===== config.mk =====
export PLATFORM = sky130hd
export DESIGN_NAME = bnn_sequencer_flat
export DESIGN_NICKNAME = d
export VERILOG_FILES = /design/src/rtl/bnn_pkg.sv /design/src/rtl/bnn_sequencer_if.sv /design/src/rtl/bnn_popcount.sv /design/src/rtl/bnn_sequencer.sv /design/src/flat_wrapper.sv
export SDC_FILE = /design/constraint.sdc
export NUM_CORES = 1
export LEC_CHECK = 0
export CORE_AREA = 2 2 118 120
export CTS_CLUSTER_SIZE = 14
export DETAILED_ROUTE_END_ITERATION = 6
export DIE_AREA = 0 0 120 122
export DONT_BUFFER_PORTS = 1
export SYNTH_ARGS = -nofsm -noshare
export SYNTH_HDL_FRONTEND = slang
export SYNTH_SLANG_ARGS = --single-unit

===== constraint.sdc =====
create_clock -name clk -period 8.7 [get_ports clk]
set_clock_uncertainty 0.05 [all_clocks]
set_input_delay 1.305 -clock clk [delete_from_list [all_inputs] [get_ports clk]]
set_output_delay 1.305 -clock clk [all_outputs]
set_load 0.03 [all_outputs]

===== src/rtl/bnn_pkg.sv =====
// Shared types, constants and the matrix-size clamp helper for the BNN sequencer.
package bnn_pkg;

  localparam int unsigned BNN_WORD_W = 32;
  localparam int unsigned BNN_MAX_MS = 16;

  typedef enum logic [1:0] {
    IDLE,
    RUN,
    DONE
  } bnn_state_t;

  // A zero size means one word; anything above the maximum saturates.
  function automatic logic [BNN_WORD_W-1:0] bnn_clamp_ms(input logic [BNN_WORD_W-1:0] w,
                                                         input logic [BNN_WORD_W-1:0] max_ms);
    if (w == '0) return 32'd1;
    else if (w > max_ms) return max_ms;
    else return w;
  endfunction

endpackage


===== src/rtl/bnn_sequencer_if.sv =====
// Execute-side bus of the BNN sequencer: size write, start/flush, operand fetch, result.
interface bnn_sequencer_if #(
  parameter int unsigned MAX_MS = bnn_pkg::BNN_MAX_MS
);
  localparam int unsigned IDX_W = $clog2(MAX_MS);

  logic              ms_we;
  logic [31:0]       ms_wdata;
  logic              start;
  logic              flush;
  logic [31:0]       op_a;
  logic [31:0]       op_b;
  logic [IDX_W-1:0]  idx;
  logic              op_req;
  logic              busy;
  logic              stall_req;
  logic              done;
  logic [31:0]       result;

  modport master (
    output ms_we, ms_wdata, start, flush, op_a, op_b,
    input  idx, op_req, busy, stall_req, done, result
  );

  modport slave (
    input  ms_we, ms_wdata, start, flush, op_a, op_b,
    output idx, op_req, busy, stall_req, done, result
  );

endinterface


===== src/rtl/bnn_popcount.sv =====
// Combinational 32-bit population count built as a five-level adder tree.
module bnn_popcount
  import bnn_pkg::*;
(
  input  logic [BNN_WORD_W-1:0] word_i,
  output logic [5:0]            count_o
);

  logic [1:0] l1 [16];
  logic [2:0] l2 [8];
  logic [3:0] l3 [4];
  logic [4:0] l4 [2];

  always_comb begin
    for (int unsigned i = 0; i < 16; i++) l1[i] = {1'b0, word_i[2*i]} + {1'b0, word_i[2*i+1]};
    for (int unsigned i = 0; i < 8; i++)  l2[i] = {1'b0, l1[2*i]} + {1'b0, l1[2*i+1]};
    for (int unsigned i = 0; i < 4; i++)  l3[i] = {1'b0, l2[2*i]} + {1'b0, l2[2*i+1]};
    for (int unsigned i = 0; i < 2; i++)  l4[i] = {1'b0, l3[2*i]} + {1'b0, l3[2*i+1]};
    count_o = {1'b0, l4[0]} + {1'b0, l4[1]};
  end

endmodule


===== src/rtl/bnn_sequencer.sv =====
// BNN XNOR-popcount sequencer: walks ms_act word pairs and returns the bipolar dot product.
// Define BNN_SIGN_ACT_EN to return the binarized sign activation instead of the sum.
module bnn_sequencer
  import bnn_pkg::*;
#(
  parameter int unsigned MAX_MS = BNN_MAX_MS
) (
  input logic            clk,
  input logic            reset,
  bnn_sequencer_if.slave bus
);

  localparam int unsigned IDX_W = $clog2(MAX_MS);
  localparam int unsigned MS_W  = IDX_W + 1;
  localparam int unsigned ACC_W = $clog2(MAX_MS * 32) + 1;

  bnn_state_t        state_q, state_d;
  logic [MS_W-1:0]   ms_reg_q, ms_reg_d;
  logic [MS_W-1:0]   ms_act_q, ms_act_d;
  logic [ACC_W-1:0]  acc_q, acc_d;
  logic [IDX_W-1:0]  idx_q, idx_d;
  logic [31:0]       result_q, result_d;

  logic [MS_W-1:0]   ms_wr;
  logic [5:0]        pop;
  logic [ACC_W-1:0]  acc_sum;
  logic [ACC_W:0]    diff;
  logic [31:0]       res_calc;
  logic              last;
  logic              op_req, stall_req, done;

  bnn_popcount u_pop (
    .word_i  (~(bus.op_a ^ bus.op_b)),
    .count_o (pop)
  );

  assign ms_wr   = MS_W'(bnn_clamp_ms(bus.ms_wdata, 32'(MAX_MS)));
  assign acc_sum = acc_q + ACC_W'(pop);
  assign last    = ({1'b0, idx_q} == ms_act_q - 1'b1);
  // 2*acc - 32*ms computed modulo 2^(ACC_W+1); the true value always fits signed.
  assign diff    = {acc_sum, 1'b0} - (ACC_W+1)'({ms_act_q, 5'b0});

`ifdef BNN_SIGN_ACT_EN
  assign res_calc = {31'b0, ~diff[ACC_W]};
`else
  assign res_calc = {{(31 - ACC_W){diff[ACC_W]}}, diff};
`endif

  always_comb begin
    state_d   = state_q;
    ms_reg_d  = bus.ms_we ? ms_wr : ms_reg_q;
    ms_act_d  = ms_act_q;
    acc_d     = acc_q;
    idx_d     = idx_q;
    result_d  = result_q;
    op_req    = 1'b0;
    stall_req = 1'b0;
    done      = 1'b0;
    unique case (state_q)
      IDLE: begin
        stall_req = bus.start & ~bus.flush;
        if (bus.start && !bus.flush) begin
          state_d  = RUN;
          acc_d    = '0;
          idx_d    = '0;
          ms_act_d = bus.ms_we ? ms_wr : ms_reg_q;
        end
      end
      RUN: begin
        op_req    = 1'b1;
        stall_req = 1'b1;
        acc_d     = acc_sum;
        if (bus.flush) begin
          state_d = IDLE;
        end else if (last) begin
          state_d  = DONE;
          result_d = res_calc;
        end else begin
          idx_d = idx_q + 1'b1;
        end
      end
      DONE: begin
        done    = ~bus.flush;
        state_d = IDLE;
      end
      default: state_d = IDLE;
    endcase
  end

  always_ff @(posedge clk) begin
    if (reset) begin
      state_q  <= IDLE;
      ms_reg_q <= MS_W'(1);
      ms_act_q <= MS_W'(1);
      acc_q    <= '0;
      idx_q    <= '0;
      result_q <= '0;
    end else begin
      state_q  <= state_d;
      ms_reg_q <= ms_reg_d;
      ms_act_q <= ms_act_d;
      acc_q    <= acc_d;
      idx_q    <= idx_d;
      result_q <= result_d;
    end
  end

  assign bus.idx       = idx_q;
  assign bus.op_req    = op_req;
  assign bus.busy      = (state_q != IDLE);
  assign bus.stall_req = stall_req;
  assign bus.done      = done;
  assign bus.result    = result_q;

endmodule


===== src/flat_wrapper.sv =====
// flat-port wrapper written by rule: the top's interface ports become plain ports
module bnn_sequencer_flat import bnn_pkg::*;
#(
  parameter int unsigned MAX_MS = BNN_MAX_MS
)
  (clk, reset, bus_ms_we, bus_ms_wdata, bus_start, bus_flush, bus_op_a, bus_op_b, bus_idx, bus_op_req, bus_busy, bus_stall_req, bus_done, bus_result);
  bnn_sequencer_if #(.MAX_MS(MAX_MS)) bus_i ();
  input logic clk;
  input logic reset;
  input wire logic [$bits(bus_i.ms_we)-1:0] bus_ms_we;
  input wire logic [$bits(bus_i.ms_wdata)-1:0] bus_ms_wdata;
  input wire logic [$bits(bus_i.start)-1:0] bus_start;
  input wire logic [$bits(bus_i.flush)-1:0] bus_flush;
  input wire logic [$bits(bus_i.op_a)-1:0] bus_op_a;
  input wire logic [$bits(bus_i.op_b)-1:0] bus_op_b;
  output wire logic [$bits(bus_i.idx)-1:0] bus_idx;
  output wire logic [$bits(bus_i.op_req)-1:0] bus_op_req;
  output wire logic [$bits(bus_i.busy)-1:0] bus_busy;
  output wire logic [$bits(bus_i.stall_req)-1:0] bus_stall_req;
  output wire logic [$bits(bus_i.done)-1:0] bus_done;
  output wire logic [$bits(bus_i.result)-1:0] bus_result;
  assign bus_i.ms_we = bus_ms_we;
  assign bus_i.ms_wdata = bus_ms_wdata;
  assign bus_i.start = bus_start;
  assign bus_i.flush = bus_flush;
  assign bus_i.op_a = bus_op_a;
  assign bus_i.op_b = bus_op_b;
  assign bus_idx = bus_i.idx;
  assign bus_op_req = bus_i.op_req;
  assign bus_busy = bus_i.busy;
  assign bus_stall_req = bus_i.stall_req;
  assign bus_done = bus_i.done;
  assign bus_result = bus_i.result;
  bnn_sequencer #(.MAX_MS(MAX_MS)) u_core (.clk(clk), .reset(reset), .bus(bus_i));
endmodule

==> results of run 1 <==
critical path: cells and delay by family:
kind / cells / cell delay (ns)
mux: 1 / 0.11
compound gates: 6 / 0.96
fa+ha+maj: 9 / 4.14
xor+xnor: 1 / 0.16
simple gates: 4 / 0.79
buf+inv: 2 / 0.14
worst paths after layout:
path / to / slack, ns / cells after the start / from
max: u_core.bus.result[10] / 1.27 / 23 / bus_op_b[0]
min: u_core.acc_q[6] / 0.41 / 2 / u_core.acc_q[6]
max reg2reg: u_core.bus.result[10] / 2.57 / 22 / u_core.acc_q[0]
min reg2reg: u_core.acc_q[6] / 0.41 / 2 / u_core.acc_q[6]
synthesized netlist by cell type, types with 3 or more instances:
cell and number:
a211oi_1 5, a21oi_1 15, a22oi_1 3, a31oi_1 3, buf_4 22, clkbuf_1 6, dfxtp_1 36, fa_1 27
ha_1 22, inv_1 37, mux2i_1 6, nand2_1 12, nand2b_1 3, nand3_1 6, nand4_1 3, nor2_1 41
nor2_2 3, nor2b_1 3, nor3_1 8, nor4_1 5, o211ai_1 3, o21ai_0 6, or3_1 3, xnor2_1 19
xor2_1 29
layout make-up:
cell class / count / area share [%]
Clock buffer: 8 / 4.51
Inverter: 38 / 4.11
Timing Repair Buffer: 1 / 0.793
Sequential cell: 36 / 20.9
Tap cell: 180 / 6.49
Multi-Input combinational cell: 254 / 63.2
logic make-up after synthesis:
logic type | Yosys count | share of synthesized area [%]
multiplexers | 6 | 1.84
adder cells (fa/ha/maj) | 49 | 25.0
flip-flops | 36 | 22.1
XOR/XNOR | 49 | 13.7
AND/OR/NAND/NOR | 99 | 16.1
other | 1 | 0.115
buffers and inverters | 67 | 10.5
AO/OA/AOI/OAI | 50 | 10.6
metal layers:
| metal | wire, um | vias to the layer above | global-route usage, % |
|---|---|---|---|
| met5 | 0 | - | 0 |
| met4 | 85 | 0 | 2.65 |
| met3 | 476 | 6 | 2.39 |
| met2 | 3210 | 67 | 15.5 |
| met1 | 2700 | 1053 | 10.5 |
| li1 | - | 1120 | - |
registers in the layout (all words and copies together) (netlist names):
signal and cells:
u_core.acc_q 10, u_core.bus.result 10, u_core.ms_act_q 5, u_core.ms_reg_q 5
u_core.bus.idx 4, u_core.state_q 2
stage by stage:
| stage | cells | util [%] | setup WS, ns | hold WS (ns) |
|---|---|---|---|---|
| 2_1_floorplan | 357 | - | 1.35 | 0.391 |
| 3_3_place_gp | 509 | 24.5 | 1.11 | 0.400 |
| 3_5_place_dp | 509 | 24.5 | 0.977 | 0.401 |
| 4_1_cts | 517 | 25.7 | 1.26 | 0.409 |
| 5_1_grt | 517 | 25.7 | 0.863 | 0.427 |
| 6_report | 517 | 25.7 | 1.27 | 0.408 |
report_power, final:
part           internal, uW  switching, uW  total [uW]
Clock                   122           65.3         187
Combinational           690            842        1530
Sequential              183           39.1         222
==> metrics.txt, run 1 <==
Routed WL=between 6 and 7 mm; Synth area leaders=dfxtp_1, fa_1, ha_1; HP Class=register to register; Yosys cell types=51; Seq/Total Area, Yosys=about 22%; CTS tree=yes; fin. max-slew vios=0; largest net degree at the start of global routing=36; Rows=between 40 and 50; achievable clock frequency=135 MHz; critical path's slowest cell=fa_1; critical path fanouts, max=4; share of the synthesized area in the top cell type=about 22%; RSZ-0062 raised after global routing=no; Worst-Margin Slew=0.980 ns; final worst path period need=about 7.4 ns; port bufs=0; max incr delay on CP=0.57 ns; n_diodes=0; prevailing post-synth register cell=dfxtp_1; most frequent cells in the layout=nor2_1, inv_1, dfxtp_1, xor2_1, fa_1; Critical Path Start Type=primary input; kind of critical path=primary input to register; status=completed; GR Overflow Total=0; Die W=around 120 um; first-pass GRT wire length=10.4 mm; Area Overhead vs Synth=6.57%; max cap viols=0; DRC=0; Nets=just under 500; IO Count=between 100 and 150; PwrDens=559 nW/um^2; Max rail drop VDD=slightly below 0.0004 V; placed cell area=3310 sq um; via/cell ratio=~4.3; Final Hold Vio Count=0; DIE AREA=around 15000 sq um; Post-Syn Area=approximately 3300 sq um; CTS sink cnt=36; Die H=122 um; htree depth=2; setup TNS=0 ns; CTS clock-pin slew for the worst setup and hold paths=approximately 0.06 ns; area of the multi-input gates=around 2200 sq um; Hold Buf Count CTS=0; DR pass1 iterations=4; cell taking the most area after synthesis=dfxtp_1; fraction of registers with async set/reset=0%; layout cells sized above 1=6.53%; Setup-failing EPs final=0; CTS root buf=clkbuf_16; CTS buffer count=5; syn_area_per_cell=about 9.1 sq um; most used cell, CP=fa_1; Post-Syn Instances=roughly 360; FF/Latch Area=roughly 720 sq um; commonest non-fill, non-tap cell in the layout=nor2_1; Initial DRC Count=43; Layout fillers=between 1k and 1.5k; post-synthesis sequential element count=36; Clock Latency Late Sink=between 0.2 and 0.3 ns; Critical Path AT=approximately 7.6 ns; CP endpoint kind=register; Post-synth EDFFs=0; Initial Util=24.1%; Slew headroom=between 30% and 40%; vias in the first global route=2232; cells along the critical path=xor2_1 > fa_1 > fa_1 > fa_1 > fa_1 > fa_1 > inv_1 > fa_1 > fa_1 > inv_1 > fa_1 > nor2b_1 > o21ai_1 > a21boi_1 > or4_1 > o211a_1 > ha_1 > o21a_1 > o31a_1 > o21ai_0 > nor4b_2 > mux2i_1 > nand2_1; post-layout power=around 1900 uW; Post-CTS Setup Repair Bufs=0; design area=roughly 3500 sq um; Post-Syn Nets=just over 500; Leak=~0.0015 uW; Final ANT Viol Nets=0; Via Count=~2.2k; antenna violations before repair=0; DP Wirelength=between 5 and 6 mm; Avg WL per Cell=between 10 and 15 um; Max clock buf depth=2; post_cts resized=0; YS warnings=0; required time of the critical path=approximately 8.9 ns; gpl congestion=0.781; final worst-path cycle share=approximately 85%; GR Util All Layers=8.80%; total core area=between 10000 and 15000 sq um
Power figures use the tool's default switching activity.
==> run 2, diff against run 1 <==
Settings changed: SKIP_LAST_GASP set to 1.
Clock period 8.7 ns to 6.7 ns, I/O delays scaled along.
==> run 2 against run 1 <==
Against the previous run: sequential share of layout area is 1.1 points lower; global-route usage up 0.41 points; critical path depth is the same; clock-buffer cell count shrank 1; die area is the same; via count up 4.6%; final cell count up 2.7%; first-iteration DRC count is 4.7% higher; routed wire length is 4.9% higher; worst hold slack improved by 0.011 ns; non-clock buffer count up 14; highest routed layer unchanged.
==> metrics.txt, run 2 (same netlist as run 1, synthesis figures left out) <==
status=completed; largest net degree at the start of global routing=36; crit path capture=u_core.bus.result[10]; Final Hold Vio Count=0; Rows=43; Via Count=approximately 2.3k; Worst-Margin Slew=just under 1 ns; antenna violations before repair=0; port bufs=0; Area Overhead vs Synth=12.4%; area of the multi-input gates=2250 sq um; first-pass GRT wire length=10.9 mm; total core area=13500 sq um; CTS tree=yes; final worst-path cycle share=98.7%; Hold Buf Count CTS=0; achievable clock frequency=between 150 and 200 MHz; GRT Max-Usage Layer=met2; Setup-failing EPs final=0; Avg WL per Cell=roughly 13 um; critical path fanouts, max=4; HP Class=register to register; GR Util All Layers=a little under a tenth; FF/Latch Area=724 sq um; met2 usage=approximately 17%; htree depth=2; CP endpoint kind=register; Nets=500; Final ANT Viol Nets=0; CP startpoint=bus_op_b[17]; fin. max-slew vios=0; RSZ-0062 raised after global routing=yes; CTS buffer count=5; setup TNS=0 ns; gpl congestion=roughly 0.82; Die H=122 um; layout cells sized above 1=between 10% and 20%; DR pass1 iterations=4; IO Count=141; reg2reg path depth=22; Die W=between 100 and 150 um; Clock Latency Late Sink=between 0.2 and 0.3 ns; r2r endpoint=u_core.bus.result[10]; Max clock buf depth=2; max cap viols=0; Initial Util=24.1%; Critical Path AT=~6.8 ns; n_diodes=0; kind of critical path=primary input to register; via/cell ratio=4.42; commonest non-fill, non-tap cell in the layout=nor2_1; GR Overflow Total=0; CTS clock-pin slew for the worst setup and hold paths=0.06 ns; grt met3 use=1.87%; Worst R2R Setup Slack=about 1.1 ns; DRC=0; CTS root buf=clkbuf_16; DIE AREA=between 10000 and 15000 sq um; Slew headroom=a little over a third; Finished Core Util=~27%; DP Wirelength=about 5.6 mm; Layout fillers=1402; M1 GR Usage=a little over a tenth; vias in the first global route=approximately 2.3k; Critical Path Start Type=primary input; required time of the critical path=a little under 7 ns; CTS sink cnt=36; most frequent cells in the layout=nor2_1, inv_1, dfxtp_1, xor2_1, fa_1; Routed WL=6.79 mm; final worst path period need=about 6.6 ns; FF-to-FF Start=u_core.acc_q[0]; Initial DRC Count=45
-- run 2: through the flow --
stage	area (sq um)	hold WS [ns]	instances	setup WS [ns]
2_1_floorplan	3280	0.391	357	-0.0201
3_3_place_gp	3420	0.402	520	-0.174
3_5_place_dp	3420	0.407	520	-0.254
4_1_cts	3600	0.414	528	0.0356
5_1_grt	3660	0.451	531	-0.125
6_report	3660	0.419	531	0.0866
-- run 2: layout make-up --
type                    count  area share, %
flip-flops and latches     36           19.8
clock inverters             1          0.821
repair buffers             15           3.62
inverters                  38           3.90
clock buffers               7           4.17
multi-input cells         254           61.5
well taps                 180           6.15
-- run 2: per-layer routing --
layer  share of wire, %  wire, um  vias to the layer above
met5                  0         0                        -
met4                1.8       121                        0
met3                5.2       355                        8
met2                 52      3550                       56
met1                 41      2770                     1136
li1                   -         -                     1149
-- run 2: worst min-delay path by stage --
stage / slack, ns / startpoint / cells past startpoint / endpoint
finish: 0.42 / u_core.acc_q[5] / 2 / u_core.acc_q[5]
global route: 0.45 / u_core.acc_q[3] / 2 / u_core.acc_q[3]
CTS: 0.41 / u_core.acc_q[6] / 2 / u_core.acc_q[6]
detailed placement: 0.41 / u_core.acc_q[6] / 2 / u_core.acc_q[6]
global placement: 0.40 / u_core.acc_q[6] / 2 / u_core.acc_q[6]
floorplan: 0.39 / u_core.acc_q[6] / 2 / u_core.acc_q[6]
-- run 2: critical path, cell delays in order --
cell      delay (ns)
xor2_1          0.16
fa_1            0.50
fa_1            0.56
fa_1            0.44
fa_1            0.52
fa_1            0.54
inv_1           0.05
fa_1            0.45
fa_2            0.37
inv_2           0.06
fa_2            0.19
nor2b_1         0.05
o21ai_1         0.15
a21boi_1        0.10
or4_1           0.43
o211a_1         0.17
ha_4            0.29
o21a_1          0.10
o31a_1          0.17
o21ai_2         0.07
a211oi_1        0.25
mux2i_1         0.10
nand2_1         0.06
-- run 2: timing repair --
item	in CTS	in global routing
resized for setup	0	8
endpoints found under the setup margin	0	3
buffers inserted	0	3
Power of run 2 is left out: the tool's default activity adds up to more than one toggle a clock period on the data nets, which glitch-free logic cannot reach.
